### config.mk
export PLATFORM = sky130hd
export DESIGN_NAME = cmd_ctrl
export DESIGN_NICKNAME = d
export VERILOG_FILES = /design/src/rtl/cmd_ctrl.sv
export SDC_FILE = /design/constraint.sdc
export NUM_CORES = 1
export LEC_CHECK = 0
export ABC_AREA = 0
export CORE_UTILIZATION = 30
export DETAILED_ROUTE_END_ITERATION = 10
export PLACE_DENSITY = 0.53
export SLEW_MARGIN = 20
export SYNTH_ARGS = -nofsm -noshare
export SYNTH_HDL_FRONTEND = slang
export SYNTH_SLANG_ARGS = --single-unit
### constraint.sdc
create_clock -name clk -period 2.95 [get_ports clk]
set_input_delay 0.59 -clock clk [delete_from_list [all_inputs] [get_ports clk]]
set_output_delay 0.59 -clock clk [all_outputs]
set_load 0.05 [all_outputs]
### src/rtl/cmd_ctrl.sv
// Framed command parser: assembles HEADER/OPC/DHI/DLO/CHK frames into shadow and active config registers.
// Latency: CHK byte strobed in cycle N -> EXEC in N+1 -> active outputs, cfg_update and ack visible in N+2.
// Backpressure: none; every rx_valid strobe is consumed, and a stalled frame is dropped by timeout.
//
// Ports:
//   clk, rst_n        system clock, asynchronous active-low reset
//   rx_byte/rx_valid  one received byte per single-cycle strobe
//   state, state_freq, state_amp, state_phase
//                     active waveform configuration driving the signal generator
//   cfg_update        one-cycle pulse whenever the active registers are loaded
//   ack_valid/ack_code
//                     one-cycle frame status (00 ok, 01 checksum, 02 opcode/range, 03 timeout)
//   err_cnt           saturating count of non-ok acks

module cmd_ctrl #(
  parameter logic [7:0]  HEADER      = 8'hA5,
  parameter logic [23:0] TIMEOUT_CYC = 24'd1_000_000,
  parameter bit          AUTO_COMMIT = 1'b0
) (
  input  logic        clk,
  input  logic        rst_n,
  input  logic [7:0]  rx_byte,
  input  logic        rx_valid,
  output logic [2:0]  state,
  output logic [11:0] state_freq,
  output logic [3:0]  state_amp,
  output logic [7:0]  state_phase,
  output logic        cfg_update,
  output logic        ack_valid,
  output logic [7:0]  ack_code,
  output logic [7:0]  err_cnt
);

  // One configuration set; used for both the shadow and the active copy.
  typedef struct packed {
    logic [2:0]  wave;
    logic [11:0] freq;
    logic [3:0]  amp;
    logic [7:0]  phase;
  } cfg_t;

  localparam cfg_t CFG_RST = '{wave: 3'd0, freq: 12'd1, amp: 4'hF, phase: 8'd0};

  localparam logic [2:0] S_IDLE = 3'd0;
  localparam logic [2:0] S_OPC  = 3'd1;
  localparam logic [2:0] S_DHI  = 3'd2;
  localparam logic [2:0] S_DLO  = 3'd3;
  localparam logic [2:0] S_CHK  = 3'd4;
  localparam logic [2:0] S_EXEC = 3'd5;

  localparam logic [7:0] OPC_WAVE   = 8'h01;
  localparam logic [7:0] OPC_FREQ   = 8'h02;
  localparam logic [7:0] OPC_AMP    = 8'h03;
  localparam logic [7:0] OPC_PHASE  = 8'h04;
  localparam logic [7:0] OPC_COMMIT = 8'h05;

  localparam logic [7:0] ACK_OK      = 8'h00;
  localparam logic [7:0] ACK_CHK_ERR = 8'h01;
  localparam logic [7:0] ACK_ARG_ERR = 8'h02;
  localparam logic [7:0] ACK_TIMEOUT = 8'h03;

  logic [2:0]  fsm_q, fsm_d;
  logic [7:0]  opc_q, dhi_q, dlo_q;
  logic        chk_ok_q, arg_ok_q;
  logic        arg_ok;
  logic [23:0] tmo_q, tmo_d;
  logic        tmo_expire;
  logic        in_frame;
  logic        exec_ok;

  cfg_t        shadow_q, shadow_d;
  cfg_t        active_q, active_d;
  logic        load_d;
  logic        ack_vld_d;
  logic [7:0]  ack_code_q, ack_code_d;
  logic        ack_vld_q;
  logic        cfg_update_q;
  logic [7:0]  err_q, err_d;

  // ---------------------------------------------------------------------------
  // Opcode / argument validation, evaluated on the bytes already captured
  // when the checksum byte arrives.
  // ---------------------------------------------------------------------------
  always_comb begin
    arg_ok = 1'b0;
    case (opc_q)
      OPC_WAVE:   arg_ok = (dlo_q <= 8'd4);
      OPC_FREQ:   arg_ok = ({dhi_q[3:0], dlo_q} != 12'd0);
      OPC_AMP:    arg_ok = 1'b1;
      OPC_PHASE:  arg_ok = 1'b1;
      OPC_COMMIT: arg_ok = 1'b1;
      default:    arg_ok = 1'b0;
    endcase
  end

  // ---------------------------------------------------------------------------
  // Frame FSM and inter-byte timeout.
  // EXEC behaves like IDLE towards rx_valid so a HEADER landing in the EXEC
  // cycle opens the next frame without losing the byte.
  // ---------------------------------------------------------------------------
  assign in_frame = (fsm_q == S_OPC) || (fsm_q == S_DHI) ||
                    (fsm_q == S_DLO) || (fsm_q == S_CHK);

  always_comb begin
    fsm_d      = fsm_q;
    tmo_d      = 24'd0;
    tmo_expire = 1'b0;

    case (fsm_q)
      S_IDLE, S_EXEC: begin
        if (rx_valid && (rx_byte == HEADER)) fsm_d = S_OPC;
        else                                 fsm_d = S_IDLE;
      end
      S_OPC:   if (rx_valid) fsm_d = S_DHI;
      S_DHI:   if (rx_valid) fsm_d = S_DLO;
      S_DLO:   if (rx_valid) fsm_d = S_CHK;
      S_CHK:   if (rx_valid) fsm_d = S_EXEC;
      default: fsm_d = S_IDLE;
    endcase

    // The counter holds the number of idle cycles since the last accepted
    // byte; a byte arriving on the expiry cycle wins over the timeout.
    if (in_frame) begin
      if (rx_valid) begin
        tmo_d = 24'd0;
      end else if (tmo_q == TIMEOUT_CYC - 24'd1) begin
        tmo_expire = 1'b1;
        fsm_d      = S_IDLE;
        tmo_d      = 24'd0;
      end else begin
        tmo_d = tmo_q + 24'd1;
      end
    end
  end

  // ---------------------------------------------------------------------------
  // Execute: shadow write, commit, and status generation.
  // ---------------------------------------------------------------------------
  assign exec_ok = chk_ok_q && arg_ok_q;

  always_comb begin
    shadow_d   = shadow_q;
    active_d   = active_q;
    load_d     = 1'b0;
    ack_vld_d  = 1'b0;
    ack_code_d = ack_code_q;

    if (fsm_q == S_EXEC) begin
      ack_vld_d = 1'b1;
      if (!chk_ok_q)      ack_code_d = ACK_CHK_ERR;
      else if (!arg_ok_q) ack_code_d = ACK_ARG_ERR;
      else                ack_code_d = ACK_OK;

      if (exec_ok) begin
        case (opc_q)
          OPC_WAVE: begin
            shadow_d.wave = dlo_q[2:0];
            if (AUTO_COMMIT) begin
              active_d.wave = dlo_q[2:0];
              load_d        = 1'b1;
            end
          end
          OPC_FREQ: begin
            shadow_d.freq = {dhi_q[3:0], dlo_q};
            if (AUTO_COMMIT) begin
              active_d.freq = {dhi_q[3:0], dlo_q};
              load_d        = 1'b1;
            end
          end
          OPC_AMP: begin
            shadow_d.amp = dlo_q[3:0];
            if (AUTO_COMMIT) begin
              active_d.amp = dlo_q[3:0];
              load_d       = 1'b1;
            end
          end
          OPC_PHASE: begin
            shadow_d.phase = dlo_q;
            if (AUTO_COMMIT) begin
              active_d.phase = dlo_q;
              load_d         = 1'b1;
            end
          end
          OPC_COMMIT: begin
            // Pulses even when nothing changed so sig_gen can resync.
            active_d = shadow_q;
            load_d   = 1'b1;
          end
          default: begin
            load_d = 1'b0;
          end
        endcase
      end
    end else if (tmo_expire) begin
      ack_vld_d  = 1'b1;
      ack_code_d = ACK_TIMEOUT;
    end
  end

  always_comb begin
    err_d = err_q;
    if (ack_vld_d && (ack_code_d != ACK_OK) && (err_q != 8'hFF)) begin
      err_d = err_q + 8'd1;
    end
  end

  // ---------------------------------------------------------------------------
  // State
  // ---------------------------------------------------------------------------
  always_ff @(posedge clk or negedge rst_n) begin
    if (!rst_n) begin
      fsm_q        <= S_IDLE;
      tmo_q        <= 24'd0;
      opc_q        <= 8'd0;
      dhi_q        <= 8'd0;
      dlo_q        <= 8'd0;
      chk_ok_q     <= 1'b0;
      arg_ok_q     <= 1'b0;
      shadow_q     <= CFG_RST;
      active_q     <= CFG_RST;
      cfg_update_q <= 1'b0;
      ack_vld_q    <= 1'b0;
      ack_code_q   <= 8'd0;
      err_q        <= 8'd0;
    end else begin
      fsm_q        <= fsm_d;
      tmo_q        <= tmo_d;
      shadow_q     <= shadow_d;
      active_q     <= active_d;
      cfg_update_q <= load_d;
      ack_vld_q    <= ack_vld_d;
      ack_code_q   <= ack_code_d;
      err_q        <= err_d;

      if (rx_valid) begin
        case (fsm_q)
          S_OPC: opc_q <= rx_byte;
          S_DHI: dhi_q <= rx_byte;
          S_DLO: dlo_q <= rx_byte;
          S_CHK: begin
            chk_ok_q <= (rx_byte == (opc_q ^ dhi_q ^ dlo_q));
            arg_ok_q <= arg_ok;
          end
          default: ;
        endcase
      end
    end
  end

  assign state       = active_q.wave;
  assign state_freq  = active_q.freq;
  assign state_amp   = active_q.amp;
  assign state_phase = active_q.phase;
  assign cfg_update  = cfg_update_q;
  assign ack_valid   = ack_vld_q;
  assign ack_code    = ack_code_q;
  assign err_cnt     = err_q;

endmodule
Word-level counts from Yosys, hierarchy flattened
Index checks and enable logic that the tools add are counted.

cells by class
  add/subtract/negate cells = 2
  multipliers = 0
  div/mod/pow operators = 0
  order comparisons = 1
  equal/unequal tests = 14
  shift operators = 0
  muxes and demuxes = 25
  bitwise logic cells = 2
  reduce and logical (&&, ||, !) cells = 21

operator list
  kind                                                   number
  two-way mux 24 bit                                     3
  adder 24 x 1 -> 24 bit, second input constant          1
  equality test 24 x 20 -> 1 bit, second input constant  1
  two-way mux 3 bit                                      7
  equality test 8 x 2 -> 1 bit, second input constant    2
  equality test 8 x 3 -> 1 bit, second input constant    2
  two-way mux 8 bit                                      2
  XOR 8 bit                                              2
  case mux 3 bit (5 select lines)                        1
  AND reduction 3 bit                                    5
  nonzero test 12 bit                                    1
  two-way mux 1 bit                                      9
  adder 8 x 1 -> 8 bit, second input constant            1
  equality test 8 x 1 -> 1 bit, second input constant    1
  equality test 8 bit                                    1
  equality test 8 bit, second input constant             1
  <= comparator 8 x 3 -> 1 bit, second input constant    1
  inequality test 8 bit, second input constant           1
  AND reduction 2 bit                                    4
  nonzero test 8 bit                                     1
  equality test 3 x 2 -> 1 bit, second input constant    2
  equality test 3 bit, second input constant             2
  logical AND 1 bit                                      4
  two-way mux 2 bit                                      2
  6 further kinds                                        8

word-level totals
  flip-flop bits (word level) = 125
  bits in latches = 0
  RAM bits = 0
  memory bits (read-only) = 0
  input port bits = 11
  output and inout port bits = 45
  logic and storage cells = 84
  memories = 0

Logic depth before layout (Yosys ltp)
  depth after elaboration = 10
  mapped depth = 7
  gate-level depth less buffers = 6

Worst setup path before layout
OpenSTA, ideal clock, no wires.

  path type = reg-to-reg
  start = register opc_q[4]
  end = register shadow_q[0] in the netlist's numbering
  arrival time = 1.981 ns
  data required time = 2.825 ns
  slack = 0.844 ns
  cell stages (with the launch flop) = 6
  buffers on the path = 0
  clock period less this slack = 2.106 ns
  cells stage by stage = dfrtp_1 > or4_4 > nor4_4 > nand2b_1 > nor3b_4 > mux2_2

between the ends
  cells in the longest elaborated chain, start to end = 2

ends and longest elaborated chain
  item                           line  RTL
  start, declared                63    logic [7:0] opc_q, dhi_q, dlo_q;
  start signal, assigned         237   S_OPC: opc_q <= rx_byte;
  equality test 8 x 3 -> 1 bit   155   case (opc_q)
  AND reduction 3 bit (no line)  n/a
  end signal, assigned           228   shadow_q <= shadow_d;
  end, declared                  71    cfg_t shadow_q, shadow_d;

No other way between the ends.
A chain may end at the register's enable or synchronous reset.

Final worst setup path
  start = register tmo_q[6]
  end = register err_q[1], in the netlist err_cnt[1]

between the ends
  cells in the longest elaborated chain, start to end = 9
  elaborated cells on any way between the ends = 11
  classes of those cells = eq/ne (1); mux (7); reduce/logical (3)

ends and longest elaborated chain
  item                              line  RTL
  start, declared                   66    logic [23:0] tmo_q, tmo_d;
  start signal, assigned            227   tmo_q <= tmo_d;
  equality test 24 x 20 -> 1 bit *  126   end else if (tmo_q == TIMEOUT_CYC - 24'd1) begin
  two-way mux 1 bit *               126
  two-way mux 1 bit *               124   if (rx_valid) begin
  two-way mux 1 bit *               123   if (in_frame) begin
  two-way mux 8 bit                 194   end else if (tmo_expire) begin
  two-way mux 8 bit                 148   if (fsm_q == S_EXEC) begin
  nonzero test 8 bit                202   if (ack_vld_d && (ack_code_d != ACK_OK) && (err_q != 8'hFF)) begin
  logical AND 1 bit * (2 in a row)  202
  end signal, assigned              233   err_q <= err_d;
  end, declared                     78    logic [7:0] err_q, err_d;

Mark *: on every way between the ends. The rest lies on a longest branch, timed or not.

==> summary.md <==
| Metric | Value |
|---|---|
| Status | complete, but fails checks |
| Failing checks | design-rule violations |
| R2r worst-path depth | 5 |
| Starting density of the core | 30.98% |
| Worst Setup Start Kind | flop |
| Endpoint type of the worst setup path | flop |
| Routability cong. | 0.7543 |
| Maximum clock path buffer count | 2 |
| # IOs | 56 |
| Asr flop ratio synth | 100.0% |
| Kind of critical path | flop to flop |
| CP max stage delay | 0.58 ns |
| Mean Syn Cell Area | 12.76 um2 |
| Average routed wire per standard cell | 15.55 um |
| Number of buffers created by CTS | 17 |
| Initial antenna violation count | 0 |
| Buffers on Ports | 55 |
| DR pass1 iterations | 10 |
| Share of cells above drive strength 1 | 26.31% |
| Vert. Die Dim | 139.1 um |
| Worst slack, placed | 0.2662 ns |
| Combinational power share | 19.1% |
| Ys Warns | 0 |
| Number of synthesized flops with an enable pin | 0 |
| Vias | 3,589 |
| Drt drc | 7 |
| Reg2reg setup slack | 0.59 ns |
| Setup_tns | 0 ns |
| Syn nets | 455 |
| CTS tree | built |
| Hold WC Path Type | input port to async pin |
| Max Cap Viol | 0 |
| Cells after synthesis | 442 |
| Seq/Total Area, Yosys | 55.68% |
| Cell variety after synth | 53 |
| Data arrival, critical path | 2.66 ns |
| Internal Power | 3.955 mW |
| Post_cts resized | 0 |
| Post-route ant nets | 0 |
| CTS sink cnt | 125 |
| H-Tree Depth | 4 |
| Minimum clock period | 2.359 ns |
| DR vias/cell | 4.811 |
| Nets@finish | 517 |
| Core area | 18,210 um2 |
| Reg power frac | 41.7% |
| Chip width | 139.1 um |
| Switching share of total power | 29.52% |
| RSZ-0062 raised after global routing | no |
| Hold-fix buffers, CTS | 0 |
| Worst Path Buf+Inv | 0 |
| Critical-path top delay cell | or4b_4 |
| Post-DP HPWL | 8082 um |
| Row count | 49 |
| Hold Vio Cnt, Final | 0 |
| Filler cell count | 1,709 |
| Ant diodes | 0 |
| Top FF cell, synth | dfrtp_1 |
| Yosys reg bits | 125 |
| Final WS setup | 0.5913 ns |
| Setup Buffers After CTS | 0 |
| R2R Path End | err_cnt[1] |
| Vias in the first global route | 3,718 |
| GRT Total Usage | 13.09% |
| Maximum fanout along the worst path | 16 |
| Maximum vdd ir drop | 0.3862 mV |
| Grt total ovfl | 0 |
| Pins Over Slew Limit | 0 |
| Worst skew pair latency | 0.42 ns |
| DR iter-0 viols | 196 |
| CP delay by family, top | simple AND/OR/NAND/NOR gates |
| Setup violators final | 0 |
| Netlist Area Pre-Place | 5640 um2 |
| CP cell instances | or4b_4 > nor4_4 > nand4b_4 > a21oi_2 > mux2_2 |
| Pwr per Cell Area | 793.8 nW/um2 |
| Max Freq | 424.0 MHz |
| Worst-margin pin slew | 0.8211 ns |
| First-pass GRT wire length | 19,680 um |
| Pleak | 3.044 nW |
| Clock power frac | 39.2% |
| Tcrit/Tclk final | 79.96% |
| Final wirelength | 11,600 um |
| Die area | 19,350 um2 |
| CP required | 3.25 ns |
| Fin Clk Skew | 0.006710 ns |
| CTS root buf | clkbuf_16 |
| Largest net degree at the start of global routing | 46 |
| P_sw | 1.657 mW |
| Synth-to-layout area growth | 25.33% |
| Slew margin rel. | 45.13% |
| CTS clock-pin slew for the worst setup and hold paths | 0.06 ns |
| Beginning of the worst register-to-register path | tmo_q[6] |
## worst max-delay path by stage
stage	start	endpoint	slack, ns	depth (start not counted)
finish	tmo_q[6]	err_cnt[1]	0.59	5
global route	tmo_q[0]	tmo_q[19]	0.41	5
CTS	opc_q[4]	shadow_q[4]	0.58	5
detailed placement	rx_valid	err_cnt[1]	0.27	5
global placement	rx_valid	err_cnt[2]	0.30	5
floorplan	opc_q[4]	shadow_q[0]	0.84	5
## synth_stat cells (all sizes together), types with 4 or more instances
cell type	instances	area, um2
nand4	6	37.54
clkbuf	10	37.54
nor3	9	50.05
nand3	19	107.6
xor2	19	166.4
buf	7	46.29
nor2	31	116.4
xnor2	31	271.5
mux2	82	923.4
nor4	14	117.6
nand2	14	52.55
dfstp	10	262.8
o21ai	6	30.03
inv	9	33.78
dfrtp	115	2878
a21oi	4	23.77
and3	12	75.07
## power by group through the flow
| stage | clock network, mW | logic, mW | registers [mW] |
|---|---|---|---|
| 6_report | 2.20 | 1.07 | 2.34 |
| 5_1_grt | 2.34 | 1.17 | 2.40 |
| 3_5_place_dp | 0 | 1.08 | 2.38 |
| 2_1_floorplan | 0 | 0.818 | 2.27 |
| 4_1_cts | 2.26 | 1.09 | 2.35 |
| 3_3_place_gp | 0 | 1.07 | 2.36 |
## registers in the layout, summed over array words and instances, names as in the netlist, 3 cells and up
name	flops
ack_code	8
dhi_q	8
dlo_q	8
err_cnt	8
fsm_q	3
opc_q	8
shadow_q	27
state	3
state_amp	4
state_freq	12
state_phase	8
tmo_q	24
## placed cells by master (no fill, tap or decap), drive strengths merged, types with 14 or more instances in the layout
master and n:
nand2 14, nand3 19, dfrtp 115, clkbuf 22, xnor2 31, nor2 31
nor4 14, mux2 82, xor2 19, clkdlybuf4s50 54
## per-layer routing
| metal | GRT usage (%) | up-vias | part of all wire (%) |
|---|---|---|---|
| li1 | - | 1703 | - |
| met3 | 3.833 | 18 | 4.1 |
| met1 | 17.35 | 1801 | 48 |
| met5 | 0 | - | 0 |
| met2 | 19.72 | 67 | 46 |
| met4 | 5.965 | 0 | 1.9 |
## per-stage QoR
stage                     hold slack, ns  instances  util [%]  area (um2)  total power [mW]
final                            0.08648        746     38.82        7069             5.611
after CTS                        0.08846        746     38.82        7069             5.690
after detailed placement          0.4808        714     35.37        6441             3.458
after global routing              0.1031        746     38.82        7069             5.905
after floorplan                   0.2944        442         -        5640             3.091
after global placement            0.4752        714     35.37        6441             3.427
## final cells by class
| class | instances | area (um2) | share of cell area (%) |
|---|---|---|---|
| sequential | 125 | 3141 | 44.42 |
| multi-input combinational | 291 | 2382 | 33.70 |
| timing repair buffer | 60 | 598.1 | 8.460 |
| clock buffer | 22 | 464.2 | 6.566 |
| tap | 229 | 286.5 | 4.053 |
| clock inverter | 10 | 163.9 | 2.319 |
| inverter | 9 | 33.78 | 0.4779 |
## kinds of logic after synthesis
| kind of cell | Yosys count | synth area share, % |
|---|---|---|
| and+or+nand+nor | 133 | 14.42 |
| DFF | 125 | 55.68 |
| muxes | 82 | 16.37 |
| xor gates and xnor gates | 50 | 7.764 |
| buffers and inverters | 26 | 2.085 |
| AOI/OAI and AO/OA | 24 | 3.239 |
| adders and majority gates | 2 | 0.4436 |
(Power assumes the default switching activity.)
